==> config.mk <==
export PLATFORM = sky130hd
export DESIGN_NAME = ps2_host_tx
export DESIGN_NICKNAME = d
export VERILOG_FILES = /design/src/rtl/ps2_defs_pkg.sv /design/src/rtl/ps2_filter.sv /design/src/rtl/ps2_host_tx.sv
export SDC_FILE = /design/constraint.sdc
export NUM_CORES = 1
export LEC_CHECK = 0
export CAP_MARGIN = 20
export CORE_ASPECT_RATIO = 0.8
export CORE_MARGIN = 4
export CORE_UTILIZATION = 55
export CTS_BUF_LIST = sky130_fd_sc_hd__clkbuf_2 sky130_fd_sc_hd__clkbuf_4 sky130_fd_sc_hd__clkbuf_8
export DETAILED_ROUTE_END_ITERATION = 6
export HOLD_SLACK_MARGIN = 0.03
export PLACE_DENSITY = 0.76
export SLEW_MARGIN = 40
export SYNTH_ARGS = -nofsm -noshare
export SYNTH_HDL_FRONTEND = slang
export SYNTH_HIERARCHICAL = 1
export SYNTH_SLANG_ARGS = --single-unit
export TNS_END_PERCENT = 30
==> constraint.sdc <==
create_clock -name clock -period 2.82 [get_ports clock]
set_clock_uncertainty 0.15 [all_clocks]
set_input_delay 0.282 -clock clock [delete_from_list [all_inputs] [get_ports clock]]
set_output_delay 0.282 -clock clock [all_outputs]
set_load 0.02 [all_outputs]
==> src/rtl/ps2_defs_pkg.sv <==
// Shared PS/2 definitions: transmitter state encodings, frame bit positions, parity helper.
package ps2_defs_pkg;

    typedef enum logic [2:0] {
        ST_IDLE     = 3'd0,
        ST_INHIBIT  = 3'd1,
        ST_REQ      = 3'd2,
        ST_DATA     = 3'd3,
        ST_ACK      = 3'd4,
        ST_WAITIDLE = 3'd5
    } ps2_state_e;

    // Falling-edge index at which each frame position is driven or sampled
    localparam logic [3:0] FRAME_PAR  = 4'd9;
    localparam logic [3:0] FRAME_STOP = 4'd10;
    localparam logic [3:0] FRAME_ACK  = 4'd11;

    function automatic logic odd_parity(input logic [7:0] d);
        return ~^d;
    endfunction

endpackage

==> src/rtl/ps2_filter.sv <==
// PS/2 pin conditioning: 2-FF synchronisers on clock and data, FILT-deep clock
// filter and a one-cycle pulse on each filtered clock falling edge.
module ps2_filter #(
    parameter int FILT = 8
) (
    input  logic clock,
    input  logic reset,
    input  logic clk_pin_i,
    input  logic dat_pin_i,
    output logic clk_filt_o,
    output logic dat_sync_o,
    output logic fall_o
);

    localparam int CW = (FILT > 1) ? $clog2(FILT + 1) : 1;

    logic [1:0]    clk_sync_q;
    logic [1:0]    dat_sync_q;
    logic          clk_filt_q;
    logic          fall_q;
    logic [CW-1:0] flt_cnt_q;

    // Filtered clock flips only after FILT consecutive samples disagree with it
    always_ff @(posedge clock) begin
        if (!reset) begin
            clk_sync_q <= 2'b11;
            dat_sync_q <= 2'b11;
            clk_filt_q <= 1'b1;
            flt_cnt_q  <= '0;
            fall_q     <= 1'b0;
        end else begin
            clk_sync_q <= {clk_sync_q[0], clk_pin_i};
            dat_sync_q <= {dat_sync_q[0], dat_pin_i};
            fall_q     <= 1'b0;
            if (clk_sync_q[1] == clk_filt_q) begin
                flt_cnt_q <= '0;
            end else if (flt_cnt_q == CW'(FILT - 1)) begin
                flt_cnt_q  <= '0;
                clk_filt_q <= clk_sync_q[1];
                fall_q     <= clk_filt_q;
            end else begin
                flt_cnt_q <= flt_cnt_q + 1'b1;
            end
        end
    end

    assign clk_filt_o = clk_filt_q;
    assign dat_sync_o = dat_sync_q[1];
    assign fall_o     = fall_q;

endmodule

==> src/rtl/ps2_host_tx.sv <==
// Host-to-device PS/2 byte transmitter driving open-drain enables only.
// Optional transfer watchdog enabled by `define PS2TX_TIMEOUT_EN.
//
// state       | meaning
// ------------+----------------------------------------------------------
// ST_IDLE     | waiting for strb, lines released
// ST_INHIBIT  | clock held low; start bit asserted on the last cycle
// ST_REQ      | clock released, start bit on data, awaiting first fall
// ST_DATA     | shifting data bits, parity and stop on each fall
// ST_ACK      | data released, sampling device ack on fall 11
// ST_WAITIDLE | waiting for clock and data both high before done
module ps2_host_tx
    import ps2_defs_pkg::*;
#(
    parameter int CLKHZ      = 56000000,
    parameter int INHIBIT_US = 100,
    parameter int TIMEOUT_MS = 15,
    parameter int FILT       = 8
) (
    input  logic       clock,
    input  logic       reset,
    input  logic       strb,
    input  logic [7:0] data,
    output logic       busy,
    output logic       done,
    output logic       err,
    input  logic       ps2ClkI,
    input  logic       ps2DatI,
    output logic       ps2ClkOe,
    output logic       ps2DatOe
);

    localparam int INH_CYC = CLKHZ / 1000000 * INHIBIT_US;
    localparam int INH_W   = $clog2(INH_CYC + 1);
    localparam int WD_CYC  = CLKHZ / 1000 * TIMEOUT_MS;
    localparam int WD_W    = $clog2(WD_CYC + 1);

`ifdef PS2TX_TIMEOUT_EN
    localparam bit WD_EN = 1'b1;
`else
    localparam bit WD_EN = 1'b0;
`endif

    logic clk_filt;
    logic dat_sync;
    logic fall;

    ps2_filter #(.FILT(FILT)) u_filter (
        .clock      (clock),
        .reset      (reset),
        .clk_pin_i  (ps2ClkI),
        .dat_pin_i  (ps2DatI),
        .clk_filt_o (clk_filt),
        .dat_sync_o (dat_sync),
        .fall_o     (fall)
    );

    ps2_state_e       state_q, state_d;
    logic [7:0]       data_q, data_d;
    logic             par_q, par_d;
    logic [3:0]       cnt_q, cnt_d;
    logic [3:0]       cnt_nx;
    logic [INH_W-1:0] inh_q, inh_d;
    logic [WD_W-1:0]  wd_q, wd_d;
    logic             clk_oe_q, clk_oe_d;
    logic             dat_oe_q, dat_oe_d;
    logic             busy_q, busy_d;
    logic             done_q, done_d;
    logic             err_q, err_d;
    logic             nack_q, nack_d;

    always_ff @(posedge clock) begin
        if (!reset) begin
            state_q  <= ST_IDLE;
            data_q   <= '0;
            par_q    <= 1'b0;
            cnt_q    <= '0;
            inh_q    <= '0;
            wd_q     <= '0;
            clk_oe_q <= 1'b0;
            dat_oe_q <= 1'b0;
            busy_q   <= 1'b0;
            done_q   <= 1'b0;
            err_q    <= 1'b0;
            nack_q   <= 1'b0;
        end else begin
            state_q  <= state_d;
            data_q   <= data_d;
            par_q    <= par_d;
            cnt_q    <= cnt_d;
            inh_q    <= inh_d;
            wd_q     <= wd_d;
            clk_oe_q <= clk_oe_d;
            dat_oe_q <= dat_oe_d;
            busy_q   <= busy_d;
            done_q   <= done_d;
            err_q    <= err_d;
            nack_q   <= nack_d;
        end
    end

    assign cnt_nx = cnt_q + 4'd1;

    always_comb begin
        state_d  = state_q;
        data_d   = data_q;
        par_d    = par_q;
        cnt_d    = cnt_q;
        inh_d    = inh_q;
        wd_d     = wd_q;
        clk_oe_d = clk_oe_q;
        dat_oe_d = dat_oe_q;
        busy_d   = busy_q;
        done_d   = 1'b0;
        err_d    = 1'b0;
        nack_d   = nack_q;

        unique case (state_q)
            ST_IDLE: begin
                if (strb) begin
                    data_d   = data;
                    par_d    = odd_parity(data);
                    cnt_d    = '0;
                    nack_d   = 1'b0;
                    busy_d   = 1'b1;
                    clk_oe_d = 1'b1;
                    dat_oe_d = (INH_CYC == 1);
                    inh_d    = INH_W'(INH_CYC - 1);
                    state_d  = ST_INHIBIT;
                end
            end
            ST_INHIBIT: begin
                // Falls here are our own inhibit or a device still talking; ignored
                if (inh_q == '0) begin
                    clk_oe_d = 1'b0;
                    dat_oe_d = 1'b1;
                    wd_d     = WD_W'(WD_CYC - 1);
                    state_d  = ST_REQ;
                end else begin
                    inh_d    = inh_q - 1'b1;
                    dat_oe_d = (inh_q == INH_W'(1));
                end
            end
            ST_REQ, ST_DATA: begin
                if (fall) begin
                    cnt_d   = cnt_nx;
                    state_d = ST_DATA;
                    if (cnt_nx < FRAME_PAR) begin
                        dat_oe_d = ~data_q[cnt_q[2:0]];
                    end else if (cnt_nx == FRAME_PAR) begin
                        dat_oe_d = ~par_q;
                    end else begin
                        dat_oe_d = 1'b0;
                        state_d  = ST_ACK;
                    end
                end
            end
            ST_ACK: begin
                if (fall) begin
                    cnt_d   = cnt_nx;
                    nack_d  = dat_sync;
                    state_d = ST_WAITIDLE;
                end
            end
            ST_WAITIDLE: begin
                if (clk_filt && dat_sync) begin
                    done_d  = 1'b1;
                    err_d   = nack_q;
                    busy_d  = 1'b0;
                    state_d = ST_IDLE;
                end
            end
            default: begin
                state_d  = ST_IDLE;
                clk_oe_d = 1'b0;
                dat_oe_d = 1'b0;
                busy_d   = 1'b0;
            end
        endcase

        if (WD_EN && (state_q inside {ST_REQ, ST_DATA, ST_ACK, ST_WAITIDLE})) begin
            if (wd_q == '0) begin
                state_d  = ST_IDLE;
                clk_oe_d = 1'b0;
                dat_oe_d = 1'b0;
                busy_d   = 1'b0;
                done_d   = 1'b1;
                err_d    = 1'b1;
            end else begin
                wd_d = wd_q - 1'b1;
            end
        end
    end

    assign busy     = busy_q;
    assign done     = done_q;
    assign err      = err_q;
    assign ps2ClkOe = clk_oe_q;
    assign ps2DatOe = dat_oe_q;

endmodule

## After elaboration in Yosys (flattened, before gate mapping)

Cells that the tools add are included.

| storage, ports and cells | value |
|---|---|
| bits of input ports | 13 |
| output and inout port bits | 5 |
| logic and storage cells | 100 |
| flip-flop bits (word level) | 45 |

| cells by class | value |
|---|---|
| order comparisons | 2 |
| eq/ne operators | 16 |
| bitwise logic cells | 8 |
| multiplexer cells | 30 |
| reduce and logical (&&, ||, !) cells | 25 |
| add/subtract/negate cells | 3 |

Operators with widths:

| kind | count |
|---|---|
| $mux W13 | 2 |
| $pmux W13 S2 | 1 |
| $mux W3 | 7 |
| $reduce_and A3 Y1 | 7 |
| $pmux W3 S5 | 1 |
| $eq A13 B1 Y1 const B | 1 |
| $logic_not A13 Y1 | 1 |
| $sub A13 B1 Y13 const B | 1 |
| $mux W1 | 11 |
| $reduce_or A3 Y1 | 3 |
| $add A4 B1 Y4 const B | 2 |
| $mux W4 | 2 |
| $ne A2 B2 Y1 const B | 4 |
| $not A1 Y1 | 8 |
| $pmux W4 S2 | 1 |
| $reduce_or A4 Y1 | 2 |
| $reduce_xnor A8 Y1 | 1 |
| $eq A3 B2 Y1 const B | 2 |
| $eq A3 B3 Y1 const B | 2 |
| $ne A2 B1 Y1 const B | 3 |
| $pmux W1 S3 | 2 |
| $reduce_and A2 Y1 | 3 |
| $reduce_bool A2 Y1 | 3 |
| $reduce_and A5 Y1 | 1 |
| 12 further kinds | 13 |

## Logic depth before layout (Yosys ltp)

| depth | value |
|---|---|
| depth after elaboration | 6 |
| mapped depth | 7 |
| depth with buffers taken out | 6 |

## Hierarchy

The synthesis kept the hierarchy.

By module, submodules not included:

| module | area an instance (µm²) | cells each | sequential area each (µm²) | instances |
|---|---|---|---|---|
| ps2_host_tx | 1,951.9 | 235 | 700.7 | 1 |
| ps2_filter | 326.6 | 30 | 200.2 | 1 |

## Least setup slack after synthesis

No wires, ideal clock.

| path | value |
|---|---|
| path kind | register to register |
| start point | reg inh_q[0] |
| end point | reg inh_q[6] |
| data arrival time | 1,920 ps |
| setup slack | 675 ps |
| setup time | 74 ps |
| stages on the path, launching flop included | 8 |
| path buffers | 1 |
| data required time | 2,596 ps |
| clock period less this slack | 2,145 ps |
| cells stage by stage | dfxtp_1 > inv_1 > ha_1 > nor4b_1 > and3_1 > clkbuf_1 > or4b_2 > a31oi_1 |

| between the ends | value |
|---|---|
| word-level cells in the longest chain between the ends | 3 |
| elaborated cells between the ends (all ways) | 6 |
| classes of those cells | 1 x add/sub; 1 x eq/ne; 2 x mux; 2 x reduce/logical |

Ends and longest elaborated chain:

| item | line | RTL |
|---|---|---|
| from (decl) | ps2_host_tx.sv:63 | `logic [INH_W-1:0] inh_q, inh_d;` |
| from (signal assigned) | ps2_host_tx.sv:91 | `inh_q <= inh_d;` |
| $sub A13 B1 Y13 / $logic_not A13 Y1 (equally long branches) | ps2_host_tx.sv:140, ps2_host_tx.sv:134 |  |
| $mux W13 / $ne A2 B2 Y1 (equally long branches) | -- |  |
| $pmux W13 S2 / $reduce_and A3 Y1 (equally long branches) | -- |  |

Parallel ways exist; a longest one is shown, timed or not. The select of a mux whose other input is x is not followed.
A chain may end at the register's enable or synchronous reset.

## Worst setup path in the final report

Ends and elaborated chain as after synthesis.

==> results.py <==
metrics = {
    "critical_path": {
        "critPathRequiredTime_ns": 2.89,
        "cp-start-kind": "flop",
        "crit_arrival_ns": 2.41,
        "crit_type": "flop to flop",
        "path_max_fanout": 10,
        "crit_path_end_kind": "flop",
        "crit_path_start": "inh_q[0]$_SDFFE_PN0P_",
        "reg2reg_from": "inh_q[0]$_SDFFE_PN0P_",
    },
    "sta": {
        "period_minus_slack_ns": 2.34,
        "setup_viol": 0,
        "slew_headroom_pct": 52.2,
        "min_period_over_period_pct": 82.9,
        "tightestPinTransition_ns": 0.711,
        "hold_slack_ns": 0.257,
        "maxSlewViolCount": 0,
        "fmaxAchievable_ghz": 0.428,
        "hold_viol": 0,
        "tns_ns": 0,
        "rsz0062_at_grt": "no",
        "fin_ws_ns": 0.482,
    },
    "yosys": {
        "synth_top_cell_by_area": "dfxtp_1",
        "synthCells": 265,
        "netlist.area_leader.share_pct": 39.5,
        "yosysUniqueCellTypes": 57,
        "yosysWarnings": 6,
        "avgSynthCellArea_um2": 8.60,
        "syn_area_um2": 2280,
        "synth_edf_count": 0,
        "ys_seq_elements": 45,
        "synth_fp_nets": 284,
        "synthArstFlopShare_pct": 0,
        "synth_area_leaders": "dfxtp_1, nand2_1, a21oi_1",
        "ys_seq_area_share_pct": 39.5,
        "ys.flop_type": "dfxtp_1",
    },
    "detailed_routing": {
        "dr.pass1.iters": 4,
        "viasPerCell": 5.86,
        "routed_wl_um": 4620,
        "wl_per_cell_um": 13.8,
        "vias": 1970,
        "route.detailed.drc": 0,
        "drtAntennaViolNets": 0,
        "drt-initial-drc-count": 148,
    },
    "cells_and_area": {
        "synthToLayoutAreaGrowth_pct": 13.0,
        "final_cell_mix": "dfxtp_1, nand2_1, a21oi_1, clkdlybuf4s50_1",
        "antenna_cells": 0,
        "layout_commonest_cell": "dfxtp_1",
        "drive_gt1_share_pct": 9.61,
        "nNetsFinal": 299,
        "multi_input_area_um2": 1280,
        "regArea_um2": 901,
        "n_fill_cell": 344,
    },
    "cts": {
        "clk_pin_slew_ns": 0.08,
        "h-tree-depth": 2,
        "clockBufferDepth": 2,
        "cts_tree": "done",
        "cts_made_buffers": 5,
        "clockRootBuffer": "clkbuf_8",
        "cts_sinks": 45,
        "cts_resized": 0,
        "postCtsSetupBuffers": 0,
        "hold_buffers": 0,
        "clk_latency_ns": 0.29,
    },
    "place": {
        "routabilityCongestion": 0.837,
        "dp_slack_ns": 0.540,
        "io_buffers": 17,
        "dp_hpwl_um": 3240,
    },
    "pwr": {
        "finalPower_mw": 1.89,
        "cellLeakagePower_nw": 0.940,
        "powerDensity_nw_per_um2": 735,
        "peakVddDrop_mv": 0.358,
    },
    "grt": {
        "grt_pass1_vias": 1697,
        "grt_max_degree": 19,
        "grt_usage_pct": 18.4,
        "grt_pass1_wl_um": 7730,
        "antenna_found_initial": 0,
        "overflow": 0,
    },
    "floorplanning": {
        "die_area_um2": 5240,
        "start_util_pct": 58.4,
        "rows": 20,
        "die_h_um": 65.6,
        "num_io_pins": 18,
        "coreArea_um2": 3900,
        "die_w_um": 80.0,
    },
    "status": {
        "status": "finished, final reports clean",
    },
    "hold_path": {
        "worstHoldPathType": "flop to flop",
        "holdCritStartpoint": "u_filter/dat_sync_q[0]$_SDFF_PN1_",
    },
    "run": {
        "cap_violations": 0,
    },
}
cell families (layout without fill, tap and decap cells):
family / count (synthesis) / in the layout / share of synthesized area [%]
AOI/OAI and AO/OA: 69 / 69 / 19.8
xor gates and xnor gates: 12 / 12 / 4.61
adders and majority gates: 6 / 6 / 3.29
buffers and inverters: 21 / 37 / 4.12
DFF: 45 / 45 / 39.5
muxes: 7 / 7 / 3.13
and+or+nand+nor: 105 / 105 / 25.5
per-layer routing:
metal	routed length (um)	share of wire [%]	global-route usage (%)	up-vias
li1	-	-	-	1001
met1	2300	50	25.5	924
met2	2070	45	29.0	41
met3	214	4.6	4.11	4
met4	37	0.80	4.43	0
met5	0	0	0	-
worst max-delay path, stage by stage (launching register included):
cell	delay [ns]
dfxtp_1	0.42
inv_1	0.09
ha_1	0.21
nor4b_1	0.14
buf_4	0.16
and3_1	0.25
or4b_2	0.66
a31oi_1	0.18
metrics by stage:
stage	instance area, um2	util, %	std cells
2_1_floorplan	2280	-	265
3_3_place_gp	2490	63.7	328
3_5_place_dp	2490	63.7	328
4_1_cts	2570	65.9	336
5_1_grt	2570	65.9	336
6_report	2570	65.9	336
registers in the layout (all words and copies together) (netlist names):
register,cells
par_q,1
busy,1
nack_q,1
ps2DatOe,1
cnt_q,4
u_filter/dat_sync_q,2
state_q,3
err,1
inh_q,13
ps2ClkOe,1
u_filter/fall_o,1
data_q,8
u_filter/flt_cnt_q,4
done,1
u_filter/clk_sync_q,2
u_filter/clk_filt_o,1
cell usage after synthesis (2+ instances only):
cell type,instances
a21oi_1,23
a311oi_1,2
a31oi_1,8
and2_1,3
and3_1,3
buf_6,2
clkbuf_1,12
dfxtp_1,45
ha_1,6
inv_1,6
mux2i_1,6
nand2_1,31
nand2b_1,8
nand3_1,7
nand3b_1,3
nand4b_1,4
nor2_1,10
nor2b_1,3
nor3_1,9
nor4_1,4
o211ai_1,3
o21ai_0,10
o31ai_1,4
o41ai_1,2
or2_2,2
or3_1,2
or3_2,2
or4_1,5
or4_4,2
xnor2_1,6
xor2_1,6
where the power goes:
part           leakage (nW)  switching (mW)  total, mW  internal, mW
Clock                0.0484           0.206      0.388         0.182
Sequential            0.369           0.114      0.846         0.732
Combinational         0.522           0.365      0.657         0.291
final timing paths:
kind,slack (ns),depth (start not counted),to
worst min-delay path,0.26,1,u_filter/dat_sync_q[1]$_SDFF_PN1_
worst max register to register,0.48,7,inh_q[6]$_SDFFE_PN0P_
worst min register to register,0.26,1,u_filter/dat_sync_q[1]$_SDFF_PN1_
worst max-delay path,0.48,7,inh_q[6]$_SDFFE_PN0P_
area by class of cell:
cell class,instances,area share [%]
repair buffers,22,8.07
inverters,7,1.02
flip-flops and latches,45,35.0
clock buffers,6,2.97
multi-input cells,199,49.9
clock inverters,2,0.389
well taps,55,2.67
Note: power is estimated with default switching activity, not from simulation.
